<file path="src/rtl/result_pipe.sv">
// Six-slot in-order result pipeline with late load-data update, youngest-slot
// flush, and an 8x16 register file written at retirement from slot 6.
module result_pipe #(
  parameter int FLUSH_SLOTS = 2,
  parameter int LD_SLOT     = 2
) (
  input  logic        clk,
  input  logic        rst_n,
  input  logic        stall,
  input  logic        flush,
  input  logic        issue_valid,
  input  logic        issue_write,
  input  logic [2:0]  issue_num,
  input  logic [15:0] issue_data,
  input  logic        ld_valid,
  input  logic [15:0] ld_data,
  output logic        m1_write,
  output logic        m2_write,
  output logic        m3_write,
  output logic        m4_write,
  output logic        m5_write,
  output logic        m6_write,
  output logic [2:0]  num_m1,
  output logic [2:0]  num_m2,
  output logic [2:0]  num_m3,
  output logic [2:0]  num_m4,
  output logic [2:0]  num_m5,
  output logic [2:0]  num_m6,
  output logic [15:0] data_m1,
  output logic [15:0] data_m2,
  output logic [15:0] data_m3,
  output logic [15:0] data_m4,
  output logic [15:0] data_m5,
  output logic [15:0] data_m6,
  input  logic [2:0]  rd_a_num,
  input  logic [2:0]  rd_b_num,
  output logic [15:0] rd_a_data,
  output logic [15:0] rd_b_data,
  output logic [15:0] retire_cnt
);

  localparam int DATA_W = 16;

  logic [6:1]        r_wr;
  logic [2:0]        r_num  [1:6];
  logic [DATA_W-1:0] r_data [1:6];
  logic [DATA_W-1:0] r_rf   [0:7];
  logic [15:0]       r_cnt;

  logic [6:1]        w_wr;
  logic [2:0]        w_num  [1:6];
  logic [DATA_W-1:0] w_data [1:6];
  logic              w_commit;
  logic              w_ld_hit;

  function automatic logic [15:0] sat_inc(input logic [15:0] v);
    return (v == 16'hFFFF) ? v : v + 16'd1;
  endfunction

  assign w_ld_hit = ld_valid && r_wr[LD_SLOT];
  assign w_commit = !stall && r_wr[6];

  always_comb begin
    w_wr = r_wr;
    for (int k = 1; k <= 6; k++) begin
      w_num[k]  = r_num[k];
      w_data[k] = r_data[k];
    end
    if (!stall) begin
      w_wr[1]   = issue_valid && issue_write;
      w_num[1]  = issue_num;
      w_data[1] = issue_data;
      for (int k = 2; k <= 6; k++) begin
        w_wr[k]   = r_wr[k-1];
        w_num[k]  = r_num[k-1];
        w_data[k] = r_data[k-1];
      end
      // The load result follows its instruction into the next slot.
      if (w_ld_hit) w_data[LD_SLOT+1] = ld_data;
    end else if (w_ld_hit) begin
      w_data[LD_SLOT] = ld_data;
    end
    // Flush is applied last so it overrides both issue and load update.
    if (flush) begin
      for (int k = 1; k <= 6; k++) begin
        if (k <= FLUSH_SLOTS) w_wr[k] = 1'b0;
      end
    end
  end

  always_ff @(posedge clk or negedge rst_n) begin
    if (!rst_n) begin
      r_wr  <= '0;
      r_cnt <= '0;
      for (int k = 1; k <= 6; k++) begin
        r_num[k]  <= '0;
        r_data[k] <= '0;
      end
      for (int i = 0; i < 8; i++) r_rf[i] <= '0;
    end else begin
      r_wr <= w_wr;
      for (int k = 1; k <= 6; k++) begin
        r_num[k]  <= w_num[k];
        r_data[k] <= w_data[k];
      end
      if (w_commit) begin
        r_rf[r_num[6]] <= r_data[6];
        r_cnt          <= sat_inc(r_cnt);
      end
    end
  end

  assign m1_write = r_wr[1];
  assign m2_write = r_wr[2];
  assign m3_write = r_wr[3];
  assign m4_write = r_wr[4];
  assign m5_write = r_wr[5];
  assign m6_write = r_wr[6];
  assign num_m1   = r_num[1];
  assign num_m2   = r_num[2];
  assign num_m3   = r_num[3];
  assign num_m4   = r_num[4];
  assign num_m5   = r_num[5];
  assign num_m6   = r_num[6];
  assign data_m1  = r_data[1];
  assign data_m2  = r_data[2];
  assign data_m3  = r_data[3];
  assign data_m4  = r_data[4];
  assign data_m5  = r_data[5];
  assign data_m6  = r_data[6];

  assign rd_a_data  = r_rf[rd_a_num];
  assign rd_b_data  = r_rf[rd_b_num];
  assign retire_cnt = r_cnt;

endmodule

</file>
<file path="config.mk">
export PLATFORM = sky130hd
export DESIGN_NAME = result_pipe
export DESIGN_NICKNAME = d
export VERILOG_FILES = /design/src/rtl/result_pipe.sv
export SDC_FILE = /design/constraint.sdc
export NUM_CORES = 1
export LEC_CHECK = 0
export CORE_UTILIZATION = 40
export DETAILED_ROUTE_END_ITERATION = 10
export PLACE_DENSITY = 0.74
export SLEW_MARGIN = 20
export SYNTH_ARGS = -nofsm -noshare
export SYNTH_HDL_FRONTEND = slang
export SYNTH_SLANG_ARGS = --single-unit
</file>
<file path="constraint.sdc">
create_clock -name clk -period 5.3 [get_ports clk]
set_clock_uncertainty 0.1 [all_clocks]
set_input_delay 1.325 -clock clk [delete_from_list [all_inputs] [get_ports clk]]
set_output_delay 1.325 -clock clk [all_outputs]
set_load 0.005 [all_outputs]
</file>
# After elaboration in Yosys (flattened, before gate mapping)
# Cells that the tools add are included.
# classes
bitwise_logic,4
eq_ne,2
n_addsub,1
reduce_logical,6
n_mux,13
n_lt_le_gt_ge,4
# op_table
cell,count
128-bit bitwise mux,1
16-bit 2-to-1 mux,7
16-bit binary-select mux with 3-bit select,2
16-bit demux with 3-bit select,1
"16-bit by 1-bit adder with 16-bit output, second input constant",1
"16-bit == test, second input constant",1
"4-bit greater-or-equal comparator, second input constant",3
3-bit NOT with 4-bit output,3
1-bit logical AND,4
"4-bit by 1-bit < comparator with 1-bit output, second input constant",1
2-bit 2-to-1 mux,2
"2-bit by 1-bit inequality test with 1-bit output, second input constant",1
2-bit AND reduction,1
1-bit logical NOT,1
1-bit NOT,1
# totals
wordCells,53
input_bits,48
reg_bits,264

# Logic depth before layout (Yosys ltp)
# Gate-level depths: netlist of run 1.
# logic_depth
ltp_word,6
ltp_mapped,6

# Least setup slack after synthesis of run 1
# OpenSTA, ideal clock, no wires.
# synth_timing
kind,in2out
start,input rd_a_num[0]
end,output rd_a_data[0]
t_arrival_ns,2.547
path_slack_ns,1.328
stages,4
cell_sequence,buf_2 buf_2 mux4_2 mux2_2
# synth_via
elab_chain_cells,4
# synth_lines
item,line_no,source
"start, declared",35,"input logic [2:0] rd_a_num,"
3-bit NOT with 4-bit output (implied by the code),132,assign rd_a_data = r_rf[rd_a_num];
16-bit binary-select mux with 3-bit select,132,
16-bit 2-to-1 mux (implied by the code) (2 in series),132,
"end, declared",37,"output logic [15:0] rd_a_data,"
# Every way passes these cells. The select of a mux whose other input is x is not followed.

# Worst setup path in the final report of run 1
# layout_timing
start,input rd_a_num[1]
end,output rd_a_data[1]
# Same word-level chain as after synthesis.

==> results by stage, run 1 <==
Critical path:
- The reg-to-reg critical path endpoint is r_rf[21]$_DFFE_PN0P_.
- The worst path required time is 3.88 ns.
- The category of the most critical setup path is input port to output port.
- The arrival time at the worst endpoint is 3.19 ns.
- The path depth of the worst reg2reg path is 3.
- The cell that appears most often on the critical path is sky130_fd_sc_hd__clkdlybuf4s50_1.
- The setup check on the worst reg-to-reg path leaves a slack of 3.08 ns.
- For this run, the slowest stage of the critical path takes 0.52 ns.
- The startpoint of the worst-slack reg-to-reg timing path is num_m6[1]$_DFFE_PN0N_.
- For this design, the slowest cell found on the critical path is sky130_fd_sc_hd__clkdlybuf4s50_1.
- The startpoint type of the worst setup path is an input port.
- Of all nets on the critical path, the largest fanout is 32.
- The critical path goes through clkdlybuf4s50_1, buf_12, mux4_2, mux2_2, clkdlybuf4s50_1.
- The worst setup path is captured at an output port.

Drt:
- The routed wire length per instance is 20.3 um.
- In the routed design, unresolved DRC markers number 0.
- The number of detailed-route iterations in the first pass is 4.
- The detailed router placed 7546 vias in this run.
- The total length of routed wires is 28800 um.
- The number of DRC violations after detailed-routing iteration 0 is 395.
- Once detail routing completed, the nets flagged for antenna violations numbered 0.
- After detailed routing, the number of vias per cell comes to 5.31.

CTS:
- The clock buffer count from CTS is 29.
- The count of buffers added by post-CTS timing repair for setup is 0.
- The tree built by TritonCTS fans out to 264 sinks.
- The clock latency on the worst-skew pair is 0.54 ns.
- TritonCTS built the clock tree.
- In this run the number of H-tree levels came out at 1.
- Counting along the longest clock path gives a buffer depth of 3.
- Post-CTS repair changed the size of 0 cells.
- The root buffer cell chosen for the clock tree is sky130_fd_sc_hd__clkbuf_16.
- The clock transition at the registers of the reported paths is 0.06 ns.
- The number of hold buffers added after CTS is 0.

Pwr:
- The clock power share is 36.5%.
- Combinational cells account for 18.1% of the total power.
- IR analysis of the VDD net gives a maximum drop of 0.000259 V.
- In this run the power density over the cells is 363 nW/um^2.
- The internal power contribution is 4.26 mW.
- Summed over all cells, the static leakage comes to 7.15 nW.
- Net switching is 25.5% of the power.
- The total chip power is 5.71 mW.
- The switching power of the nets is 1.46 mW.
- Sequential cells account for 45.4% of the total power.

Logic synthesis:
- The mean post-synth cell area is 15.2 um^2.
- The synthesized netlist devotes 0.103% of its cell area to adder and majority cells.
- The number of warnings reported in the yosys synthesis log is 0.
- The post-synth net total is 843.
- The number of storage elements in the synthesis netlist is 264.
- Counting flops with an async set or reset pin after synthesis yields a share of 100%.
- The mux share of post-synthesis cell area is 36.2%.
- Summing the areas of all compound-gate instances in the mapped netlist gives 1.76% of the synthesized area.
- The main combinational cell family by area after synthesis is multiplexers.
- The top cell type by area accounts for 54.6% of the synthesized area.
- The cell area that synthesis handed to floorplanning was 12100 um^2.
- Sequential elements use 54.6% of the synthesized area.
- The instance count of the mapped netlist is 794.
- The most area-hungry cell type in the Yosys netlist is sky130_fd_sc_hd__dfrtp_1.
- The post-synthesis share of cell area spent on xor and xnor gates is 0.724%.
- Yosys mapped a number of flops with a built-in enable equal to 0.
- In the synthesized netlist the dominant register cell turns out to be sky130_fd_sc_hd__dfrtp_1.
- The basic-gate share of the synthesized area counting and, or, nand and nor cells is 4.10%.
- Yosys attributes the largest share of cell area to sky130_fd_sc_hd__dfrtp_1 (55%), sky130_fd_sc_hd__mux2_2 (21%), sky130_fd_sc_hd__mux4_2 (12%), sky130_fd_sc_hd__mux2i_1 (2.8%), sky130_fd_sc_hd__a21oi_1 (0.79%).
- After synthesis, the netlist uses 41 different library cells.

Floorplanning:
- Row generation in the floorplan step produced 63 rows.
- The number of top-level pins is 216.
- The die height is 176 um.
- The core area is 29700 um^2.
- The die area is 31000 um^2.
- The effective utilization at floorplan is 40.7%.
- The die span in x is 176 um.

Timing:
- After layout, the worst path uses 87.1% of the clock period.
- Measured against its own limit, the worst slew margin works out to 27.1%.
- Hold is met by 0.405 ns.
- The smallest clock period supported by the final layout is computed as 4.62 ns.
- Setup repair after global routing left no endpoint under its margin.
- The total negative slack is 0 ns.
- The slew of the pin with the lowest slew margin is 1.09 ns.
- The count of final max-slew check failures is 0.
- The setup-violating endpoint count in the final report is 0.
- Timing would allow up to 217 MHz.
- The final-report hold violation count came to 0.

Worst hold path:
- The worst hold path terminates at data_m4[9]$_DFFE_PN0N_.
- The worst hold path passes through 2 cells.
- The launch point of the worst hold path is data_m4[9]$_DFFE_PN0N_.
- The worst hold path class is flip-flop to flip-flop.

Final layout:
- The layout overhead on the synthesized area is 29.9%.
- The library cell used most frequently in the layout, excluding fill and tap cells, is sky130_fd_sc_hd__dfrtp_1.
- The library cells used most frequently in the layout, excluding fill and tap cells, are sky130_fd_sc_hd__dfrtp_1 (264), sky130_fd_sc_hd__mux2_2 (229), sky130_fd_sc_hd__clkdlybuf4s50_1 (211).
- The number of nets in the layout is 1059.
- The repair_antennas step left the layout with diodes totalling 0.
- In the final layout, the share of cells above drive strength 1 is 36.5%.

Placement:
- The quantity of I/O buffers inserted on ports is 215.
- Routability-driven placement finished with a final weighted congestion of 0.799.
- The HPWL after detailed placement is 19100 um.

GRT:
- The largest net degree at the start of global routing is 122.
- The number of global-route vias before repair came to 8029.
- For this run the aggregate overflow at the end of global routing stands at 0.
- In the global route stage, overall resource usage came out at 19.2%.
- The global-route wire length before repair is 46500 um.
- The initial antenna violation count was 0.

Job:
- The tool flagged a number of max-cap violations equal to 0.

Outcome:
- The run finished with clean final reports.
-- cells by family (layout without fill, tap and decap cells) --
group / after synthesis / after routing
AO/OA/AOI/OAI: 41 / 41
AND/OR/NAND/NOR: 83 / 83
multiplexers: 329 / 329
flip-flops: 264 / 264
buffers and inverters: 66 / 304
adder cells (fa/ha/maj): 1 / 1
XOR/XNOR: 10 / 10
-- worst max-delay path, delay by kind of cell --
kind / cells / cell delay, ns
multiplexers: 2 / 0.64
buffers and inverters: 3 / 1.22
-- through the flow --
stage / std cells / worst slack, ns / util, % / cell area [um^2]
after floorplan: 794 / 1.33 / - / 12100
after global placement: 1368 / 0.693 / 49.5 / 14700
after detailed placement: 1368 / 0.692 / 49.5 / 14700
after CTS: 1421 / 0.670 / 52.9 / 15700
after global routing: 1422 / 0.626 / 52.9 / 15700
final: 1422 / 0.683 / 52.9 / 15700
-- state kept, by name, summed over array words and instances (netlist names) --
register	flops
data_m4	16
num_m3	3
num_m4	3
data_m2	16
data_m5	16
data_m1	16
num_m6	3
r_rf	128
retire_cnt	16
data_m3	16
num_m1	3
num_m5	3
r_wr	6
num_m2	3
data_m6	16
-- metal layers --
layer  GRT usage [%]  up-vias  wire length (um)
li1                -     3370                 -
met2            30.3      220             13600
met5               0        -                 0
met1            26.4     3906             12600
met4            5.62        0               803
met3            4.63       50              1900
-- cell type report --
type | instances | area [um^2]
clock buffers | 41 | 831
clock inverters | 12 | 164
fillers | 2477 | 14000
inverters | 19 | 71.3
multi-input cells | 464 | 5190
flip-flops and latches | 264 | 6610
well taps | 390 | 488
repair buffers | 232 | 2370
-- cell usage after synthesis, types with 2 or more instances --
library cell / count
sky130_fd_sc_hd__dfrtp_1: 264
sky130_fd_sc_hd__mux2_2: 229
sky130_fd_sc_hd__mux4_2: 64
sky130_fd_sc_hd__mux2i_1: 34
sky130_fd_sc_hd__nand2_1: 24
sky130_fd_sc_hd__nor2_1: 23
sky130_fd_sc_hd__a21oi_1: 19
sky130_fd_sc_hd__clkbuf_1: 19
sky130_fd_sc_hd__inv_1: 19
sky130_fd_sc_hd__o21ai_0: 18
sky130_fd_sc_hd__buf_2: 17
sky130_fd_sc_hd__xor2_1: 10
sky130_fd_sc_hd__nor3_1: 7
sky130_fd_sc_hd__buf_1: 5
sky130_fd_sc_hd__nand3_1: 3
sky130_fd_sc_hd__nand4_1: 3
sky130_fd_sc_hd__nor4_2: 3
sky130_fd_sc_hd__a31oi_1: 2
sky130_fd_sc_hd__and3_1: 2
sky130_fd_sc_hd__buf_4: 2
sky130_fd_sc_hd__buf_6: 2
sky130_fd_sc_hd__mux2_1: 2
sky130_fd_sc_hd__nand3b_2: 2
sky130_fd_sc_hd__nor3b_4: 2
sky130_fd_sc_hd__nor4_1: 2
sky130_fd_sc_hd__o31ai_1: 2
-- worst max-delay path by stage --
stage	from	slack, ns	depth (start not counted)	endpoint
finish	rd_a_num[1]	0.68	5	rd_a_data[1]
global route	rd_a_num[0]	0.63	5	rd_a_data[6]
CTS	rd_a_num[1]	0.67	5	rd_a_data[1]
detailed placement	rd_a_num[1]	0.69	5	rd_a_data[1]
global placement	rd_b_num[1]	0.69	5	rd_b_data[1]
floorplan	rd_a_num[0]	1.33	4	rd_a_data[0]
-- power groups by stage --
stage | clock network, mW | registers, mW | logic, mW
final | 2.09 | 2.60 | 1.03
after global routing | 2.23 | 2.64 | 1.12
after CTS | 2.14 | 2.60 | 1.05
after detailed placement | 0 | 2.63 | 1.04
after global placement | 0 | 2.61 | 1.03
after floorplan | 0 | 2.52 | 0.474
(Power assumes the default switching activity.)
==> inputs of run 2 (changes only) <==
Settings changed: MAX_ROUTING_LAYER set to met4.
==> run 2 against run 1 <==
  * Sequential share of layout area stayed put
  * Total power is essentially flat
  * Flip-flop and latch count is the same
==> results by stage, run 2 (synthesis gave the netlist of run 1 again) <==
Outcome:
- The run finished with clean final reports.

CTS:
- The count of clock tree sinks is 264.
- Post-CTS timing repair inserted 0 buffers for setup.
- The clock latency on the worst-skew pair is 0.54 ns.
- The clock buffer count from CTS is 29.
- The root cell of the clock tree is sky130_fd_sc_hd__clkbuf_16.
- The number of gates resized after CTS was 0.
- The clock tree from TritonCTS is done.
- The number of hold buffers added after CTS is 0.
- The clock transition at the registers of the reported paths is 0.06 ns.
- In this run the number of H-tree levels came out at 1.
- The clock passes through at most 3 buffers.

Final layout:
- Counting flops per register, the top entry is r_rf.
- 0 antenna diodes ended up in the layout.
- The post-route non-filler standard cell count is 1422.
- In the final layout, the share of cells above drive strength 1 is 36.5%.
- The number of flip-flops in the largest register is 128.
- The most frequent standard cell in the layout excluding fill and tap cells is sky130_fd_sc_hd__dfrtp_1.
- The number of nets in the layout is 1059.
- The library cells used most frequently in the layout, excluding fill and tap cells, are sky130_fd_sc_hd__dfrtp_1 (264), sky130_fd_sc_hd__mux2_2 (229), sky130_fd_sc_hd__clkdlybuf4s50_1 (211).
- The filler cell count is 2477.
- The layout overhead on the synthesized area is 29.9%.

Floorplanning:
- The die covers 31000 um^2.
- The number of top-level pins is 216.
- The initial utilization of the core area, before any placement, comes to 40.7%.
- The site row count is 63.
- From left edge to right edge, the die measures 176 um.
- The core area is 29700 um^2.
- From bottom edge to top edge, the die measures 176 um.

Critical path:
- The largest fanout on the critical path is 32.
- The worst register-to-register path has a depth of 3.
- The critical path contains buffers and inverters numbering 3 combined.
- The minimum setup slack among reg-to-reg paths is 3.11 ns.
- The worst setup path is of the input port to output port kind.
- The worst setup path is captured at an output port.
- The worst stage delay on the critical path is 0.52 ns.
- The endpoint identified for the worst register-to-register timing path is r_rf[22]$_DFFE_PN0P_.
- The slowest stage of the critical path is the sky130_fd_sc_hd__clkdlybuf4s50_1 cell.
- The arrival time at the worst endpoint is 3.20 ns.
- The cell occurring most often along the worst timing path is sky130_fd_sc_hd__clkdlybuf4s50_1.
- The startpoint type of the worst setup path is an input port.
- Traced cell by cell, the critical path runs through clkdlybuf4s50_1, buf_12, mux4_2, mux2_2, clkdlybuf4s50_1.
- The cell family contributing the most delay on the critical path is buffers and inverters.
- The startpoint identified for the worst register-to-register timing path is num_m6[1]$_DFFE_PN0N_.
- The worst path required time is 3.88 ns.
- The critical path starts at rd_a_num[1].

GRT:
- The global-route usage over all layers is 19.8%.
- After global routing the overflow that remains totals 0.
- The initial antenna violation count is 0.
- The first global-routing pass estimated 46400 um of wire.
- Entering global routing, the biggest net connects 122 pins.
- The number of global-route vias before repair is 8049.

Timing:
- For the pin with the worst max-slew slack, the measured transition is 1.05 ns.
- The setup-violating endpoint count in the final report is 0.
- The worst path needs 4.63 ns of the cycle, external delays included.
- The count of final max-slew check failures was 0.
- The top achievable clock speed is 216 MHz.
- Setup repair after global routing left no endpoint under its margin.
- The final-report hold violation count is 0.
- Summed over all failing endpoints, the final setup total negative slack is 0 ns.
- The worst pin sits at a relative slew slack of 29.6%.
- Dividing the final minimum period by the clock period gives 87.3%.

Worst hold path:
- The number of cells traversed by the worst hold path is 2.
- The launch point of the worst hold path is data_m4[9]$_DFFE_PN0N_.
- The worst hold path endpoint is data_m4[9]$_DFFE_PN0N_.
- The worst hold path belongs to the class flip-flop to flip-flop.

Drt:
- The total length of routed wires is 28800 um.
- Across all layers, the routed design uses 7592 vias.
- The number of DRC violations after detailed-routing iteration 0 is 348.
- For this run, the detailed router's first-pass iteration total came to 4.
- The routed wire length per instance is 20.3 um.
- The number of remaining DRC errors is 0.
- The number of nets with antenna violations after routing is 0.
- The via density per instance is 5.34.

Pwr:
- The analysis attributes to net switching a power of 1.46 mW.
- The combinational share of power is 18.1%.
- In this run, the clock network consumes 36.5% of the power.
- The reported leakage power is 7.15 nW.
- The net switching fraction of the power is 25.5%.
- The worst-case IR drop observed on VDD is 0.000258 V.
- The internal portion of the total power is 4.26 mW.
- In this run the power density over the cells is 363 nW/um^2.
- The relative contribution of sequential cells to total power is 45.4%.

Placement:
- The HPWL after detailed placement is 19100 um.
- The congestion estimate from routability-driven global placement came to 0.810.
- The number of cells in the design after placement is 1368.
- The quantity of I/O buffers inserted on ports is 215.

Job:
- The number of maximum-capacitance constraint violations is 0.
run 2: cell counts in the layout (fill, tap and decap cells not counted):
Identical to the previous run, type by type.
run 2: power by group through the flow:
| stage | Clock (mW) | Sequential, mW | Combinational [mW] |
|---|---|---|---|
| after floorplan | 0 | 2.52 | 0.474 |
| after global placement | 0 | 2.61 | 1.03 |
| after detailed placement | 0 | 2.63 | 1.04 |
| after CTS | 2.14 | 2.60 | 1.05 |
| after global routing | 2.23 | 2.64 | 1.12 |
| final | 2.08 | 2.60 | 1.03 |
run 2: cell type report:
type,count,area [um^2],area share [%]
Sequential cell,264,6610,42.0
Multi-Input combinational cell,464,5190,33.0
Timing Repair Buffer,232,2370,15.1
Clock buffer,41,831,5.28
Tap cell,390,488,3.10
Clock inverter,12,164,1.04
Inverter,19,71.3,0.454
run 2: layer usage:
metal  routed length, um  GRT usage [%]
met5                   0              -
met4                 779           5.62
met3                1800           4.09
met2               13500           30.2
met1               12800           26.9
run 2: worst max-delay path by stage:
stage	to	slack [ns]	cells past startpoint
6_report	rd_a_data[6]	0.67	5
5_1_grt	rd_a_data[6]	0.63	5
4_1_cts	rd_a_data[1]	0.67	5
3_5_place_dp	rd_a_data[1]	0.69	5
3_3_place_gp	rd_b_data[1]	0.69	5
2_1_floorplan	rd_a_data[0]	1.33	4
run 2: metrics by stage:
| step | cell area (um^2) | utilization, % | hold WS, ns | setup slack [ns] | power [mW] |
|---|---|---|---|---|---|
| after floorplan | 12100 | - | 0.377 | 1.33 | 3.00 |
| after global placement | 14700 | 49.5 | 0.384 | 0.693 | 3.64 |
| after detailed placement | 14700 | 49.5 | 0.400 | 0.692 | 3.68 |
| after CTS | 15700 | 52.9 | 0.413 | 0.670 | 5.79 |
| after global routing | 15700 | 52.9 | 0.431 | 0.626 | 5.99 |
| final | 15700 | 52.9 | 0.405 | 0.673 | 5.71 |
run 2: tightest hold or removal path, stage by stage (launching register included):
cell and delay [ns]:
sky130_fd_sc_hd__dfrtp_1 0.36, sky130_fd_sc_hd__nand2_1 0.05, sky130_fd_sc_hd__o21ai_0 0.06
==> inputs of run 3 (changes only) <==
--- a/config.mk
+++ b/config.mk
@@ -11,2 +11,3 @@
 export PLACE_DENSITY = 0.74
+export SKIP_CTS_REPAIR_TIMING = 1
 export SLEW_MARGIN = 20
==> constraint.sdc (replaced) <==
create_clock -name clk -period 5.3 [get_ports clk]
set_clock_uncertainty 0.1 [all_clocks]
set_input_delay 1.59 -clock clk [delete_from_list [all_inputs] [get_ports clk]]
set_output_delay 1.59 -clock clk [all_outputs]
set_load 0.005 [all_outputs]
==> run 3 against run 2 <==
  * Register-to-register slack improved by 0.16 ns
  * Die area did not move
  * First-iteration DRC count grew 6.0%
  * Largest power group unchanged
  * Core utilization shrank 0.15 points
  * Via count is 0.71% lower
  * Non-clock buffer count shrank 1
  * Clock power down 4%
==> results by stage, run 3 (synthesis gave the netlist of run 1 again) <==
Outcome:
- The flow ran to the end, and the final reports show no timing, DRC or antenna violations.

Final layout:
- The post-route non-filler standard cell count is 1420.
- Leaving out fill and tap cells, the most frequent cell in the layout is sky130_fd_sc_hd__dfrtp_1.
- At the end of the flow, the number of nets in the layout was 1058.
- Fill cells in the final layout number 2451.
- The post-layout utilization of the core is 52.8%.
- The share of post-route cells with drive strength above 1 is 36.3%.
- Leaving out fill and tap cells, the most frequent cells in the layout are sky130_fd_sc_hd__dfrtp_1 (264), sky130_fd_sc_hd__mux2_2 (229), sky130_fd_sc_hd__clkdlybuf4s50_1 (211).
- The number of flip-flops in the largest register is 128.
- The register ranked first by flip-flop count is r_rf.
- Relative to the synthesized area, the layout overhead comes to 29.6%.
- The repair_antennas step left the layout with diodes totalling 0.

GRT:
- The number of global-route vias before repair is 7902.
- The initial antenna violation count was 0.
- The global-route wire length before repair is 46300 um.
- Global routing used 19.8% of the available tracks across all layers.
- The largest net degree at the start of global routing is 100.
- The total overflow left after global routing is 0.

Critical path:
- The number of cells on the critical path is 5.
- The buffers plus inverters on the worst setup path is 3.
- The largest fanout on the critical path is 32.
- The cell occurring most often along the worst timing path is sky130_fd_sc_hd__clkdlybuf4s50_1.
- Counting cells, the worst reg-to-reg path comes to 3.
- The critical path in this run is classified as input port to output port.
- The highest-delay cell along the critical path is sky130_fd_sc_hd__clkdlybuf4s50_1.
- The worst path required time is 3.61 ns.
- The arrival time at the worst endpoint is 3.44 ns.
- The cell family contributing the most delay on the critical path is buffers and inverters.
- The startpoint type of the worst setup path is an input port.
- The largest single stage delay on the critical path is 0.51 ns.
- Walking the worst path, the cells encountered are clkdlybuf4s50_1, buf_12, mux4_2, mux2_2, clkdlybuf4s50_1.
- The worst setup path is captured at an output port.

Floorplanning:
- For this configuration, the core starts out at a cell density of 40.7%.
- For this design the top-level I/O count stands at 216.
- After floorplanning, the core was divided into 63 placement rows.
- The die covers 31000 um^2.
- The die span in x is 176 um.
- The die is 176 um tall.
- The core area is 29700 um^2.

Timing:
- The final-report hold violation count came to 0.
- Setup violations remaining at the end of the flow were counted as 0.
- Setup repair after global routing left no endpoint under its margin.
- After layout, the worst path uses 96.8% of the clock period.
- The worst path in the final design needs a cycle of 5.13 ns, including I/O delays and setup.
- The worst pin sits at a relative slew slack of 37.5%.
- The slew of the pin with the lowest slew margin is 0.935 ns.
- The total negative slack is 0 ns.
- The count of final max-slew check failures is 0.
- For this run, the top clock speed supported by timing is 195 MHz.

Placement:
- The HPWL after detailed placement is 19300 um.
- The placer's final routability congestion estimate is 0.785.
- Once placement completed, the tool counted placed cells totaling 1368.
- During placement, the flow inserted port buffers numbering 215.

Drt:
- The routed wire length per instance is 20.4 um.
- The number of nets with antenna violations after routing is 0.
- The via density per instance is 5.31.
- The total length of routed wires is 29000 um.
- The pre-antenna-repair detailed-routing pass consisted of 4 iterations.
- The routed layout has 7538 vias.
- The number of DRC violations after detailed-routing iteration 0 is 369.
- The number of remaining DRC errors is 0.

Pwr:
- The peak ir drop on the vdd network is 0.000237 V.
- Internal power comes to 4.16 mW.
- The reported leakage power is 7.12 nW.
- In this run switching power makes up 26.0% of total power.
- Overall power consumption after layout is estimated at 5.63 mW.
- The analysis attributes to net switching a power of 1.46 mW.
- The clock power share is 35.4%.
- The relative contribution of sequential cells to total power is 46.2%.
- Of the total power, combinational logic draws 18.4%.
- The power density over cell area is 359 nW/um^2.

CTS:
- The cell sitting at the root of the clock tree is a sky130_fd_sc_hd__clkbuf_16.
- The count of clock tree sinks is 264.
- The maximum level of the CTS H-tree is 1.
- TritonCTS built the clock tree.
- The clock latency on the worst-skew pair is 0.55 ns.
- No sink is reached through more buffers than the 3 on the longest clock path.
- The clock buffer count from CTS is 29.
- The clock transition at the registers of the reported paths is 0.05 ns.

Worst hold path:
- The path class of the tightest hold or removal check is flip-flop to flip-flop.
- Along the worst hold path, the cell count comes to 1.

Job:
- Max-cap violations in this run came to 0.
-- run 3: worst paths after layout --
path	slack (ns)	start	to
max in group asynchronous	3.05	rst_n	r_rf[112]$_DFFE_PN0P_
worst min-delay path	0.40	retire_cnt[15]$_DFFE_PN0P_	retire_cnt[15]$_DFFE_PN0P_
min in group asynchronous	0.95	rst_n	num_m1[2]$_DFFE_PN0N_
worst max-delay path	0.17	rd_a_num[1]	rd_a_data[6]
worst max register to register	3.27	num_m6[1]$_DFFE_PN0N_	r_rf[106]$_DFFE_PN0P_
worst min register to register	0.40	retire_cnt[15]$_DFFE_PN0P_	retire_cnt[15]$_DFFE_PN0P_
-- run 3: final cells by class --
| type | instances | area, um^2 | area share [%] |
|---|---|---|---|
| clock buffer | 42 | 835 | 5.32 |
| clock inverter | 10 | 106 | 0.678 |
| inverter | 19 | 71.3 | 0.455 |
| multi-input combinational | 464 | 5190 | 33.1 |
| sequential | 264 | 6610 | 42.1 |
| tap | 390 | 488 | 3.11 |
| timing repair buffer | 231 | 2380 | 15.2 |
-- run 3: metal layers --
metal	global-route usage [%]	wire [um]	share of wire (%)
met5	-	0	0
met1	26.8	12900	44
met3	4.31	1950	6.7
met4	4.38	494	1.7
met2	30.6	13700	47
-- run 3: power groups by stage --
stage	Sequential, mW	Clock [mW]	Combinational, mW
after floorplan	2.52	0	0.474
after global placement	2.61	0	1.03
after detailed placement	2.63	0	1.05
after CTS	2.60	2.04	1.05
after global routing	2.65	2.13	1.12
final	2.60	1.99	1.03
-- run 3: worst reg2reg max path: stages, from the launching register on --
cell                      delay (ns)
sky130_fd_sc_hd__dfrtp_1        0.50
sky130_fd_sc_hd__nor2_1         0.24
sky130_fd_sc_hd__nand3_2        0.54
sky130_fd_sc_hd__mux2_1         0.55
-- run 3: metrics by stage --
step / hold slack (ns) / cell area, um^2 / setup WS, ns
floorplan: 0.377 / 12100 / 0.798
global placement: 0.385 / 14700 / 0.167
detailed placement: 0.388 / 14700 / 0.162
CTS: 0.404 / 15700 / 0.154
global route: 0.416 / 15700 / 0.116
finish: 0.400 / 15700 / 0.167
